==> src/rtl/right_shift_32bit_seq_pkg.sv <==
// Shared definitions for the sequential ALU units: FSM encodings and the
// shift-counter width helper.
package right_shift_32bit_seq_pkg;

  localparam logic [1:0] S_IDLE  = 2'b00;
  localparam logic [1:0] S_SHIFT = 2'b01;
  localparam logic [1:0] S_DONE  = 2'b10;

  localparam int DATA_W = 32;

  // Width needed for a counter that must be able to hold the value n.
  function automatic int cnt_width(input int n);
    return $clog2(n + 1);
  endfunction

endpackage

==> src/rtl/right_shift_32bit_seq.sv <==
// Serial right shifter: one bit position per clock, logical or arithmetic,
// with a start/busy/done handshake and a held result register.
module right_shift_32bit_seq
  import right_shift_32bit_seq_pkg::*;
#(
  parameter int N  = DATA_W,
  parameter int CW = cnt_width(N)
) (
  input  logic         clk,
  input  logic         reset,
  input  logic         start,
  input  logic         arith,
  input  logic [N-1:0] input1,
  input  logic [N-1:0] input2,
  output logic         busy,
  output logic         done,
  output logic [N-1:0] answer
);

  localparam logic [N-1:0]  AMT_MAX = N'(N);
  localparam logic [CW-1:0] CNT_MAX = CW'(N);

  logic [1:0]    state_q, state_d;
  logic [N-1:0]  data_q, data_d;
  logic [CW-1:0] cnt_q, cnt_d;
  logic          fill_q, fill_d;
  logic [N-1:0]  answer_q, answer_d;

  always_comb begin
    state_d  = state_q;
    data_d   = data_q;
    cnt_d    = cnt_q;
    fill_d   = fill_q;
    answer_d = answer_q;
    case (state_q)
      S_IDLE: begin
        if (start) begin
          data_d  = input2;
          // Clamp on the full-width amount so large values never alias.
          cnt_d   = (input1 >= AMT_MAX) ? CNT_MAX : input1[CW-1:0];
          fill_d  = arith & input2[N-1];
          state_d = S_SHIFT;
        end
      end
      S_SHIFT: begin
        if (cnt_q != '0) begin
          data_d = {fill_q, data_q[N-1:1]};
          cnt_d  = cnt_q - CW'(1);
        end else begin
          answer_d = data_q;
          state_d  = S_DONE;
        end
      end
      S_DONE:  state_d = S_IDLE;
      default: state_d = S_IDLE;
    endcase
  end

  always_ff @(posedge clk) begin
    if (reset) begin
      state_q  <= S_IDLE;
      data_q   <= '0;
      cnt_q    <= '0;
      fill_q   <= 1'b0;
      answer_q <= '0;
    end else begin
      state_q  <= state_d;
      data_q   <= data_d;
      cnt_q    <= cnt_d;
      fill_q   <= fill_d;
      answer_q <= answer_d;
    end
  end

  assign busy   = (state_q == S_SHIFT) || (state_q == S_DONE);
  assign done   = (state_q == S_DONE);
  assign answer = answer_q;

endmodule

==> config.mk <==
export PLATFORM = sky130hd
export DESIGN_NAME = right_shift_32bit_seq
export DESIGN_NICKNAME = d
export VERILOG_FILES = /design/src/rtl/right_shift_32bit_seq_pkg.sv /design/src/rtl/right_shift_32bit_seq.sv
export SDC_FILE = /design/constraint.sdc
export NUM_CORES = 1
export LEC_CHECK = 0
export ABC_AREA = 1
export BUFFER_PORTS_ARGS = -buffer_cell sky130_fd_sc_hd__buf_2
export CELL_PAD_IN_SITES_DETAIL_PLACEMENT = 0
export CELL_PAD_IN_SITES_GLOBAL_PLACEMENT = 1
export CORE_MARGIN = 1
export CORE_UTILIZATION = 37
export CTS_CLUSTER_DIAMETER = 60
export DETAILED_ROUTE_END_ITERATION = 7
export GPL_TIMING_DRIVEN = 0
export MAX_ROUTING_LAYER = met4
export PLACE_DENSITY = 0.82
export REMOVE_ABC_BUFFERS = 1
export SYNTH_ARGS = -nofsm -noshare
export SYNTH_HDL_FRONTEND = slang
export SYNTH_SLANG_ARGS = --single-unit
==> constraint.sdc <==
create_clock -name clk -period 2.1 [get_ports clk]
set_clock_uncertainty 0.2 [all_clocks]
set_input_delay 0.42 -clock clk [delete_from_list [all_inputs] [get_ports clk]]
set_output_delay 0.42 -clock clk [all_outputs]
set_load 0.03 [all_outputs]
# After elaboration in Yosys (flattened, before gate mapping)
# Index checks and enable logic that the tools add are counted.
[classes] add_sub_neg=1 n_reduce_logical=8 n_bitwise=2 order_cmp=1 eq_ne=5 mux=10
[op_table] operator="32-bit 2-to-1 mux" count=2
[op_table] operator="32-bit case mux with 2 select lines" count=1
[op_table] operator="32-bit by 6-bit >= comparator with 1-bit output, second input constant" count=1
[op_table] operator="6-bit 2-to-1 mux" count=3
[op_table] operator="6-bit case mux with 2 select lines" count=1
[op_table] operator="2-bit != test, second input constant" count=3
[op_table] operator="2-bit AND reduction" count=3
[op_table] operator="6-bit nonzero test" count=1
[op_table] operator="6-bit by 1-bit subtractor with 6-bit output, second input constant" count=1
[op_table] operator="2-bit 2-to-1 mux" count=2
[op_table] operator="2-bit case mux with 2 select lines" count=1
[op_table] operator="3-bit AND reduction" count=1
[op_table] operator="2-bit by 1-bit equality test with 1-bit output, second input constant" count=1
[op_table] operator="2-bit equality test, second input constant" count=1
[op_table] operator="2-bit logical NOT" count=1
[op_table] operator="2-bit nonzero test" count=1
[op_table] operator="1-bit AND" count=1
[op_table] operator="1-bit logical OR" count=1
[op_table] operator="1-bit NOT" count=1
[word_totals] output_inout_bits=34 elab_cells=32 register_bits=73 inputBits=68

# Logic depth before layout (Yosys ltp)
[logic_depth] depth_word=4 depth_mapped=12 ltp_nobuf=11

# Worst setup path after synthesis
# No wires, ideal clock.
[synth_timing] kind="register to register" start="register state_q[0]" end="register cnt_q[5]" required_time_ps=1834 slack_ps=418 n_path_buf=1 stages_incl_launch_ff=13 arrival_time_ps=1416 setup_time_ps=66 synth_period_minus_slack_ps=1682 cell_sequence="dfxtp_1 -> inv_1 -> ha_1 -> inv_1 -> nor2_1 -> a21oi_2 -> nand2_4 -> inv_8 -> buf_6 -> nand2_1 -> inv_1 -> nand2_1 -> a21oi_2"
[synth_between] elab_chain_len=3 word_cells_on_any_way=7 cone_classes="3 x eq/ne; 1 x mux; 3 x reduce/logical"
[synth_rtl] element="from (decl)" line="right_shift_32bit_seq.sv:23" rtl="logic [1:0] state_q, state_d;"
[synth_rtl] element="from (signal assigned)" line="right_shift_32bit_seq.sv:67" rtl="state_q <= state_d;"
[synth_rtl] element="2-bit by 1-bit equality test with 1-bit output / 2-bit logical NOT (equally long branches)" line="right_shift_32bit_seq.sv:35" rtl="case (state_q)"
[synth_rtl] element="2-bit != test (no line) / 2-bit nonzero test (equally long branches)"
[synth_rtl] element="3-bit AND reduction (no line)"
[synth_rtl] element="to (signal assigned)" line="right_shift_32bit_seq.sv:69" rtl="cnt_q <= cnt_d;"
[synth_rtl] element="to (decl)" line="right_shift_32bit_seq.sv:25" rtl="logic [CW-1:0] cnt_q, cnt_d;"
# Parallel ways exist; a longest one is shown, timed or not.
# A chain may end at the register's enable or synchronous reset.

# Final worst setup path
[layout_timing] start="register cnt_q[5]" end="register data_q[28]"
[layout_between] elab_chain_len=3
[layout_rtl] element="6-bit nonzero test" line="right_shift_32bit_seq.sv:46" rtl="if (cnt_q != '0) begin"
[layout_rtl] element="2-bit != test (no line)"
[layout_rtl] element="3-bit AND reduction (no line)"
[layout_rtl] element="to (signal assigned)" line="right_shift_32bit_seq.sv:68" rtl="data_q <= data_d;"
[layout_rtl] element="to (decl)" line="right_shift_32bit_seq.sv:24" rtl="logic [N-1:0] data_q, data_d;"
# No other way between the ends.

==> impl_results.md <==
* # hold bufs at CTS at 0
* Synth warn at 0
* Unrepaired setup endpoints after global routing: true
* Synth Area in Compound Gates at 18.0%
* Synth unique cells at 27
* Worst rel slew slack at 42.0%
* Worst Hold Class: input port to flop
* # port buffers at 101
* WL met1 at 4050 um
* Mapped Avg Cell Area at 7.93 um^2
* Diode count at 0
* GRT overflow at 0
* Placed Cells at 603
* Simple-gate share of the synthesized area at 27.6%
* Layout cells sized above 1 at 29.2%
* CTS root buffer: clkbuf_8
* CORE AREA at 8720 um^2
* Antenna violations before repair at 0
* CTS tree: done
* Starting density of the core at 38.4%
* Post-synthesis register bit count at 73
* Least-Margin Pin Slew at 869 ps
* Register area share after synthesis at 43.7%
* Routed WL at 8650 um
* First-pass GRT wire length at 14200 um
* DR DRC count at 0
* Post-Syn Instances at 422
* Setup-failing EPs final at 0
* Via count at 3180
* Top-Level Pins at 102
* Post-route clock period utilization at 96.5%
* Final net count at 600
* Sequential cell area at 1460 um^2
* Worst EP required at 2110 ps
* # fillers at 930
* Die height at 97.1 um
* Pwr Total at 7150 uW
* Outcome: complete, no violations
* Drt first pass iters at 4
* Routed length per instance at 13.5 um
* Crit path max-delay cell type: nor2_1
* Multi-input gate area at 1670 um^2
* Top Metal Used: met4
* Critical Path, Cell by Cell: nor2_1 -> nand4_4 -> nand2_8 -> clkinv_8 -> o211a_1
* Vias in the first global route at 2919
* Main combinational cell family by area after synthesis: simple AND/OR/NAND/NOR gates
* Post-synthesis adder-cell area fraction at 2.24%
* Met2 wire length at 4180 um
* Max Fanout on Critical Path at 35
* Drt initial violations at 127
* Detailed Place HPWL at 4650 um
* Die extent in x at 97.1 um
* Pins over their slew limit at 0
* Final hold vios at 0
* Crit path launch type: flop
* Area growth from synthesis to layout at 27.0%
* Skew-Pair Late Insertion Delay at 330 ps
* Arr. time, crit path at 2040 ps
* CTS Buf Count at 9
* Placed inst area at 3780 um^2
* Max Buffers Root-to-Sink at 2
* Total track usage at 19.2%
* H-tree depth at 3
* Fin util at 48.7%
* Critical path type: flop to flop
* Critical Path End Type: flop
* Leak at 0.00213 uW
* Detail Route Antenna Nets at 0
* Full die area at 9430 um^2
* Final Cell Area at 4250 um^2
* Post-Layout Cell Count at 639
* Maxcap violations at 0
* Cell Pwr Density at 1680 nW/um^2
* DR WL met3 at 386 um
* Routability cong. at 0.759
* Clock slew seen by the registers of the worst setup and hold paths at 80 ps
* Largest net degree at the start of global routing at 71
* Mux contribution to synthesized area at 0%
* Sink Count at 73
* Vias/cell at 4.98
* Row count at 34
* Worst vdd ir at 1.01 mV
* Max Clk Rate at 0.494 GHz
* Delay of the slowest critical-path stage at 460 ps
* Min cycle time layout at 2030 ps
* XOR/XNOR Fraction of Synth Area at 0.262%
* Synthesized cell area at 3350 um^2
critical path, delay by kind of cell, from the launching register on:
| kind | cells | cell delay [ps] |
|---|---|---|
| AO/OA/AOI/OAI | 1 | 250 |
| buffers and inverters | 1 | 170 |
| AND/OR/NAND/NOR | 3 | 930 |
| flip-flops | 1 | 340 |
cells by family (layout without fill, tap and decap cells):
group,Yosys count,in the layout
AOI/OAI and AO/OA,86,86
DFF,73,73
and+or+nand+nor,213,214
buffers and inverters,43,151
adders and majority gates,6,6
xor gates and xnor gates,1,1
sequential cells by signal, summed over array words and instances, names as in the netlist:
| name | count |
|---|---|
| state_q | 2 |
| fill_q | 1 |
| data_q | 32 |
| answer | 32 |
| cnt_q | 6 |
final timing paths:
kind	cells past startpoint	endpoint	slack, ps	startpoint
min reg2reg	2	answer[7]	280	answer[7]
max reg2reg	5	data_q[28]	70	cnt_q[5]
max	5	data_q[28]	70	cnt_q[5]
min	2	cnt_q[5]	110	reset
synth_stat cells, drive strengths merged:
library cell | instances | area share, %
a21oi | 14 | 2.3
a311oi | 1 | 0.26
buf | 11 | 3.3
clkbuf | 13 | 2.1
clkinv | 1 | 0.11
dfxtp | 73 | 44
dlygate4sd1 | 4 | 1.0
ha | 6 | 2.2
inv | 14 | 1.8
nand2 | 78 | 9.0
nand3 | 36 | 6.3
nand4 | 10 | 2.1
nor2 | 88 | 10
o211a | 32 | 9.6
o21ai | 39 | 5.8
or2 | 1 | 0.19
xnor2 | 1 | 0.26
report_power, final:
| part | internal [uW] | switching (uW) |
|---|---|---|
| clock network | 551 | 531 |
| registers | 1980 | 369 |
| logic | 1360 | 2360 |
| total | 3900 | 3260 |
through the flow:
| step | setup WS, ps | TNS [ps] | hold slack, ps |
|---|---|---|---|
| 2_1_floorplan | -842 | -50860 | 250 |
| 4_1_cts | 9.41 | 0 | 82.1 |
| 3_5_place_dp | -1900 | -107220 | 268 |
| 3_3_place_gp | -2540 | -155590 | 255 |
| 6_report | 74.4 | 0 | 107 |
| 5_1_grt | -19.8 | -36.9 | 94.0 |
what timing repair did:
item                       CTS  global route
pin swaps                    2             2
setup buffers               11             6
setup endpoints to repair   71            45
resized for setup           11             5
gates cloned                 3             0
area by class of cell:
class / instances / area share, %
multi-input combinational: 307 / 39.4
timing repair buffer: 118 / 16.0
timing repair inverter: 2 / 0.559
sequential: 73 / 34.4
clock buffer: 10 / 3.00
inverter: 15 / 2.00
clock inverter: 6 / 1.56
tap: 108 / 3.18
routing by layer:
layer	global-route usage [%]	up-vias
li1	-	1630
met1	23.8	1465
met2	31.7	80
met3	4.24	5
met4	4.94	0
met5	-	-
placed cells by master (no fill, tap or decap), types with 2 or more instances in the layout:
master	n
a21oi_1	12
nand3_1	30
clkinv_2	2
clkinvlp_4	5
nand2_1	77
o21ai_1	5
ha_1	4
nand3_2	6
dfxtp_1	73
nand4_4	2
buf_12	3
nand4_1	9
nor2_1	86
o21ai_0	34
clkbuf_8	9
o211a_1	32
inv_1	11
buf_4	13
buf_2	101
No activity file was read; power rests on OpenSTA's default activity.
